--- src/rtl/pwm_pkg.sv ---
// -----------------------------------------------------------------------------
// pwm_pkg
// Shared definitions for the PWM family of blocks.
//   pwm_max_cnt  : terminal value of the PWM period counter (CLK_FREQ/PWM_FREQ).
//                  A period lasts pwm_max_cnt()+1 clock cycles.
//   fade_state_t : state encoding of the duty-cycle fade sequencer.
// -----------------------------------------------------------------------------
package pwm_pkg;

   typedef enum logic [0:0] {
      IDLE = 1'b0,
      RAMP = 1'b1
   } fade_state_t;

   function automatic int pwm_max_cnt(input int clk_freq, input int pwm_freq);
      return clk_freq / pwm_freq;
   endfunction

endpackage

--- src/rtl/pwm_period_timer.sv ---
// -----------------------------------------------------------------------------
// pwm_period_timer
// Free-running PWM period counter, shared by effect blocks that must stay
// aligned with the downstream pwm. The counter runs 0..MAX and wraps.
//
// Ports
//   clk            in   clock
//   rst            in   synchronous reset, active-low
//   o_tick         out  high in the last cycle of a period (per_cnt == MAX)
//   o_period_start out  registered strobe, high in the cycle where per_cnt == 0
// -----------------------------------------------------------------------------
module pwm_period_timer
   import pwm_pkg::*;
#(
   parameter int CLK_FREQ = 100000000,
   parameter int PWM_FREQ = 20000
) (
   input  logic clk,
   input  logic rst,
   output logic o_tick,
   output logic o_period_start
);

   localparam int            MAX   = pwm_max_cnt(CLK_FREQ, PWM_FREQ);
   localparam int            CW    = $clog2(MAX + 1);
   localparam logic [CW-1:0] MAX_C = CW'(MAX);

   logic [CW-1:0] per_cnt_q, per_cnt_d;
   logic          run_q;
   logic          period_start_q;

   // The counter rests at 0 for the first cycle out of reset, so the first
   // period begins one cycle after release with a visible start strobe.
   always_comb begin
      per_cnt_d = per_cnt_q;
      if (run_q) begin
         per_cnt_d = (per_cnt_q == MAX_C) ? '0 : per_cnt_q + 1'b1;
      end
   end

   always_ff @(posedge clk) begin
      if (!rst) begin
         per_cnt_q      <= '0;
         run_q          <= 1'b0;
         period_start_q <= 1'b0;
      end else begin
         per_cnt_q      <= per_cnt_d;
         run_q          <= 1'b1;
         period_start_q <= (per_cnt_d == '0);
      end
   end

   assign o_tick         = run_q && (per_cnt_q == MAX_C);
   assign o_period_start = period_start_q;

endmodule

--- src/rtl/pwm_fade_ctrl.sv ---
// -----------------------------------------------------------------------------
// pwm_fade_ctrl
// Duty-cycle sequencer feeding pwm.i_duty_cycle. Accepts a target duty and
// ramps toward it in steps of i_step, one step every (i_hold+1) PWM periods.
// The duty only changes on the last cycle of a period, so the new value is
// first seen in the cycle where the period restarts.
//
// Handshake: a request transfers on a rising edge where i_target_valid and
// o_target_ready are both high. The requester holds i_target/i_step/i_hold
// and valid until the transfer; requests are not accepted while ramping.
//
// Ports
//   clk, rst        clock, synchronous active-low reset
//   i_target        requested duty (clamped to MAX on accept)
//   i_target_valid  request valid
//   o_target_ready  block idle and out of reset
//   i_step          duty increment per step (0 treated as 1), sampled on accept
//   i_hold          extra PWM periods between steps, sampled on accept
//   o_duty_cycle    duty output to pwm
//   o_period_start  one-cycle strobe in the first cycle of each PWM period
//   o_busy          ramp in progress
//   o_done          one-cycle pulse when the target has been reached
//   o_dbg_state     current sequencer state
// -----------------------------------------------------------------------------
module pwm_fade_ctrl
   import pwm_pkg::*;
#(
   parameter int CLK_FREQ = 100000000,
   parameter int PWM_FREQ = 20000,
   parameter int WL       = $clog2(CLK_FREQ / PWM_FREQ),
   parameter int STEP_WL  = 8
) (
   input  logic               clk,
   input  logic               rst,
   input  logic [WL-1:0]      i_target,
   input  logic               i_target_valid,
   output logic               o_target_ready,
   input  logic [STEP_WL-1:0] i_step,
   input  logic [7:0]         i_hold,
   output logic [WL-1:0]      o_duty_cycle,
   output logic               o_period_start,
   output logic               o_busy,
   output logic               o_done,
   output fade_state_t        o_dbg_state
);

   localparam int            MAX   = pwm_max_cnt(CLK_FREQ, PWM_FREQ);
   // One spare bit so duty +/- step cannot wrap before it is compared.
   localparam int            AW    = ((WL > STEP_WL) ? WL : STEP_WL) + 1;
   localparam logic [AW-1:0] MAX_A = AW'(MAX);

   fade_state_t        state_q, state_d;
   logic [WL-1:0]      duty_q, duty_d;
   logic [WL-1:0]      tgt_q, tgt_d;
   logic [STEP_WL-1:0] step_q, step_d;
   logic [7:0]         hold_q, hold_d;
   logic [7:0]         hold_cnt_q, hold_cnt_d;
   logic               done_q, done_d;

   logic               tick;
   logic               accept;
   logic [AW-1:0]      tgt_in_a, tgt_clamp_a;
   logic [AW-1:0]      duty_a, tgt_a, step_a, diff_a;

   pwm_period_timer #(
      .CLK_FREQ (CLK_FREQ),
      .PWM_FREQ (PWM_FREQ)
   ) u_timer (
      .clk            (clk),
      .rst            (rst),
      .o_tick         (tick),
      .o_period_start (o_period_start)
   );

   assign o_target_ready = rst && (state_q == IDLE);
   assign accept         = i_target_valid && o_target_ready;

   always_comb begin
      tgt_in_a    = AW'(i_target);
      tgt_clamp_a = (tgt_in_a > MAX_A) ? MAX_A : tgt_in_a;
      duty_a      = AW'(duty_q);
      tgt_a       = AW'(tgt_q);
      step_a      = AW'(step_q);
      diff_a      = (tgt_a >= duty_a) ? (tgt_a - duty_a) : (duty_a - tgt_a);
   end

   always_comb begin
      state_d    = state_q;
      duty_d     = duty_q;
      tgt_d      = tgt_q;
      step_d     = step_q;
      hold_d     = hold_q;
      hold_cnt_d = hold_cnt_q;
      done_d     = 1'b0;

      case (state_q)
         IDLE: begin
            if (accept) begin
               tgt_d      = WL'(tgt_clamp_a);
               step_d     = (i_step == '0) ? STEP_WL'(1) : i_step;
               hold_d     = i_hold;
               hold_cnt_d = '0;
               if (tgt_clamp_a == duty_a) begin
                  done_d = 1'b1;
               end else begin
                  state_d = RAMP;
               end
            end
         end
         RAMP: begin
            if (tick) begin
               if (hold_cnt_q != hold_q) begin
                  hold_cnt_d = hold_cnt_q + 8'd1;
               end else begin
                  hold_cnt_d = '0;
                  // Landing exactly on the target when within one step
                  // keeps the duty from overshooting or leaving 0..MAX.
                  if (diff_a <= step_a) begin
                     duty_d  = tgt_q;
                     state_d = IDLE;
                     done_d  = 1'b1;
                  end else if (tgt_a > duty_a) begin
                     duty_d = WL'(duty_a + step_a);
                  end else begin
                     duty_d = WL'(duty_a - step_a);
                  end
               end
            end
         end
         default: state_d = IDLE;
      endcase
   end

   always_ff @(posedge clk) begin
      if (!rst) begin
         state_q    <= IDLE;
         duty_q     <= '0;
         tgt_q      <= '0;
         step_q     <= '0;
         hold_q     <= '0;
         hold_cnt_q <= '0;
         done_q     <= 1'b0;
      end else begin
         state_q    <= state_d;
         duty_q     <= duty_d;
         tgt_q      <= tgt_d;
         step_q     <= step_d;
         hold_q     <= hold_d;
         hold_cnt_q <= hold_cnt_d;
         done_q     <= done_d;
      end
   end

   assign o_duty_cycle = duty_q;
   assign o_busy       = (state_q == RAMP);
   assign o_done       = done_q;
   assign o_dbg_state  = state_q;

endmodule

--- config.mk ---
export PLATFORM = sky130hd
export DESIGN_NAME = pwm_fade_ctrl
export DESIGN_NICKNAME = d
export VERILOG_FILES = /design/src/rtl/pwm_pkg.sv /design/src/rtl/pwm_period_timer.sv /design/src/rtl/pwm_fade_ctrl.sv
export SDC_FILE = /design/constraint.sdc
export NUM_CORES = 1
export LEC_CHECK = 0
export ABC_AREA = 1
export CAP_MARGIN = 20
export CORE_AREA = 2 2 93 113
export DETAILED_ROUTE_END_ITERATION = 12
export DIE_AREA = 0 0 95 115
export HOLD_SLACK_MARGIN = 0.1
export PLACE_DENSITY_LB_ADDON = 0.25
export REMOVE_ABC_BUFFERS = 1
export SYNTH_ARGS = -nofsm -noshare
export SYNTH_HDL_FRONTEND = slang
export SYNTH_SLANG_ARGS = --single-unit
--- constraint.sdc ---
create_clock -name clk -period 10.65 [get_ports clk]
set_input_delay 1.065 -clock clk [delete_from_list [all_inputs] [get_ports clk]]
set_output_delay 1.065 -clock clk [all_outputs]
set_load 0.01 [all_outputs]
==> summary.txt <==
Worst skew pair latency: 330 ps
Fin nets: 1021
Num ports: 50
Root Buffer: clkbuf_16
Number of diodes: 0
GPL Wtd Cong: 0.980
Num rows: 40
Synth Flop Type: dfxtp_1
Clk sinks: 67
Filler cell count: 891
Die H: 115 microns
Final setup violation count: 0
Leakage dissipation: 3.03 nW
Post-synth EDFFs: 0
Area leader, netlist: dfxtp_1
Crit path capture: o_duty_cycle[10]
CTS tree: built
H-tree Lvls: 3
Die ar.: 10900 sq um
Area Growth Syn to Fin: 14.4%
Port bufs: 49
Synth top area share: 23.3%
Setup ws final: 6220 ps
Cts hold-fix bufs: 0
RSZ-0062 raised after global routing: no
DRC viols: 0
Critical R2R Launch: o_duty_cycle[9]
Overflow after GRT: 0
CTS resizes: 0
Total number of vias: 5868
Setup Skew: 11.8 ps
Max Fclk: 226 MHz
Share of synthesized registers carrying an async set or reset: 0%
Final HPWL DP: 12100 microns
Vias in the first global route: 5578
Yosys warning total: 0
Worst EP required: 10850 ps
Final Hold Fails: 0
DRT iter0 DRCs: 306
Share of cells above drive strength 1: 5.74%
Max Cap Viol: 0
Syn Area/Cell: 6.44 sq um
Synth Instances: 894
CP arrival: 4640 ps
GRT Util Overall: 29.9%
Worst-margin pin slew: 1010 ps
Final Util: 66.9%
CTS clk-pin slew, worst paths: 50 ps
Post-route cell area: 6590 sq um
Critical-path maximum fanout: 8
Synth unique cells: 43
First-pass GRT wire length: 25700 microns
Total wire length: 15300 microns
CTS Buf Count: 9
Netlist Area Pre-Place: 5760 sq um
Vias per inst: 5.50
Hold_ws: 464 ps
CTS max path bufs: 2
Ranking of synthesized cells by area: dfxtp_1, nand2_1, ha_1, nand3_1, inv_1
Cell count of the worst reg-to-reg path: 20
Core footprint: 9860 sq um
Crit path launch: o_duty_cycle[9]
Final period util: 41.6%
Initial antenna violation count: 0
CP endpoint kind: flip-flop
Critical path type: flip-flop to flip-flop
Slew Limit Fails: 0
Sequential fraction of the synthesis area: 23.3%
Synth Register Bits: 67
DP Area: 6320 sq um
Post-CTS Setup Bufs: 0
Setup_tns: 0 ps
Worst R2R Setup Slack: 6220 ps
Setup WS pre-CTS: 6300 ps
Power per cell area: 140 nW/um^2
Peak VDD IR: 98.4 uV
Max_slew headroom: 32.5%
R2r endpoint: o_duty_cycle[10]
WL/cell: 14.4 microns
Starting density of the core: 58.4%
Pin count of the biggest net entering global routing: 46
Status: complete, no violations
Path category of the worst min-delay check: flip-flop to flip-flop
Die X: 95 microns
Post-route antenna net violation count: 0
Fin crit period: 4430 ps
Iteration count of the initial detailed-routing pass: 5
Startpoint Class: flip-flop
how the worst min path moves through the flow:
| stage | to | cells past startpoint | slack, ps | from |
|---|---|---|---|---|
| floorplan | hold_q[2] | 2 | 440 | hold_q[2] |
| global placement | hold_q[2] | 2 | 450 | hold_q[2] |
| detailed placement | hold_q[3] | 2 | 460 | hold_q[3] |
| CTS | hold_q[3] | 2 | 470 | hold_q[3] |
| global route | hold_q[4] | 2 | 490 | hold_q[4] |
| finish | hold_q[3] | 2 | 460 | hold_q[3] |
critical path, cell delays in order (launching register included):
cell      delay (ps)
dfxtp_1          480
inv_1            130
ha_1             540
nand2_4          100
nor2_2           180
and2_2           200
nand2_4           70
a21oi_2          400
inv_1            220
nor2_1           160
xor2_1           240
ha_1             330
nand3_1          100
nand2_1          120
a21boi_0         280
o21ai_0          180
a21oi_1          180
xor2_1           170
nand2_1           70
nand3_1           70
a21oi_1           80
synth_stat cells (2+ instances only):
| library cell | number |
|---|---|
| nand4_1 | 17 |
| o21a_1 | 2 |
| nand3_1 | 97 |
| dfxtp_1 | 67 |
| xor2_1 | 24 |
| nor2_4 | 4 |
| nor2_1 | 60 |
| a21oi_2 | 2 |
| fa_1 | 3 |
| nand2_2 | 8 |
| inv_2 | 4 |
| or2_2 | 3 |
| nor4_1 | 8 |
| inv_1 | 128 |
| a21oi_1 | 59 |
| buf_2 | 2 |
| a31oi_1 | 5 |
| nand3_4 | 2 |
| xnor2_1 | 9 |
| clkbuf_1 | 12 |
| buf_4 | 3 |
| o21ai_0 | 49 |
| nand3b_1 | 4 |
| a21o_1 | 2 |
| a21oi_4 | 2 |
| o21ai_1 | 2 |
| nor3b_1 | 4 |
| nor3_1 | 18 |
| buf_6 | 3 |
| nand2_1 | 218 |
| nand2_4 | 3 |
| mux2i_1 | 2 |
| and2_2 | 2 |
| ha_1 | 50 |
| o21bai_1 | 3 |
| nor2_2 | 6 |
per-stage QoR:
stage / total power (W) / instances
floorplan: 0.000556 / 873
global placement: 0.000639 / 1051
detailed placement: 0.000642 / 1051
CTS: 0.000925 / 1066
global route: 0.000987 / 1066
finish: 0.000924 / 1066
where the power goes:
part	internal, W	switching [W]
Clock	0.000179	0.000102
Combinational	0.000137	0.000236
Sequential	0.000261	0.00000847
Total	0.000577	0.000346
placed cells by master, fill, tap and decap left out, types with 4 or more instances in the layout:
cell and count:
nor2_4 4, inv_2 4, nor3b_1 4, a21oi_1 59, nand2_2 8, inv_1 128
o21ai_0 49, nor4_1 8, a31oi_1 5, nand4_1 17, nor3_1 18, clkdlybuf4s50_1 49
nor2_2 6, nand3_1 97, xnor2_1 9, dfxtp_1 67, nand3b_1 4, clkbuf_16 9
nand2_1 218, ha_1 50, xor2_1 24, nor2_1 60
kinds of logic after synthesis:
group | after synthesis | synth area share, %
flops | 67 | 23.3
xor+xnor | 33 | 5.02
mux | 2 | 0.348
simple gates | 456 | 36.5
buf+inv | 154 | 10.7
fa+ha+maj | 53 | 11.9
compound gates | 129 | 12.3
cell type report:
cell class | instances | area [sq um] | share of cell area, %
inverters | 133 | 502 | 7.61
multi-input cells | 673 | 3800 | 57.7
well taps | 126 | 158 | 2.39
clock buffers | 12 | 236 | 3.59
repair buffers | 52 | 513 | 7.78
clock inverters | 3 | 40.0 | 0.607
flip-flops and latches | 67 | 1340 | 20.3
layer usage:
layer / track usage (%) / vias to the layer above / part of all wire (%)
li1: - / 2998 / -
met3: 3.80 / 45 / 5.0
met5: 0 / - / 0
met1: 34.7 / 2649 / 41
met4: 16.1 / 0 / 4.5
met2: 52.8 / 176 / 49
state kept, by name, indices dropped and copies added, names as in the netlist:
signal	flops
hold_cnt_q	8
o_duty_cycle	13
u_timer.o_period_start	1
o_busy	1
u_timer.per_cnt_q	13
u_timer.run_q	1
tgt_q	13
step_q	8
hold_q	8
o_done	1
Power figures use the tool's default switching activity.
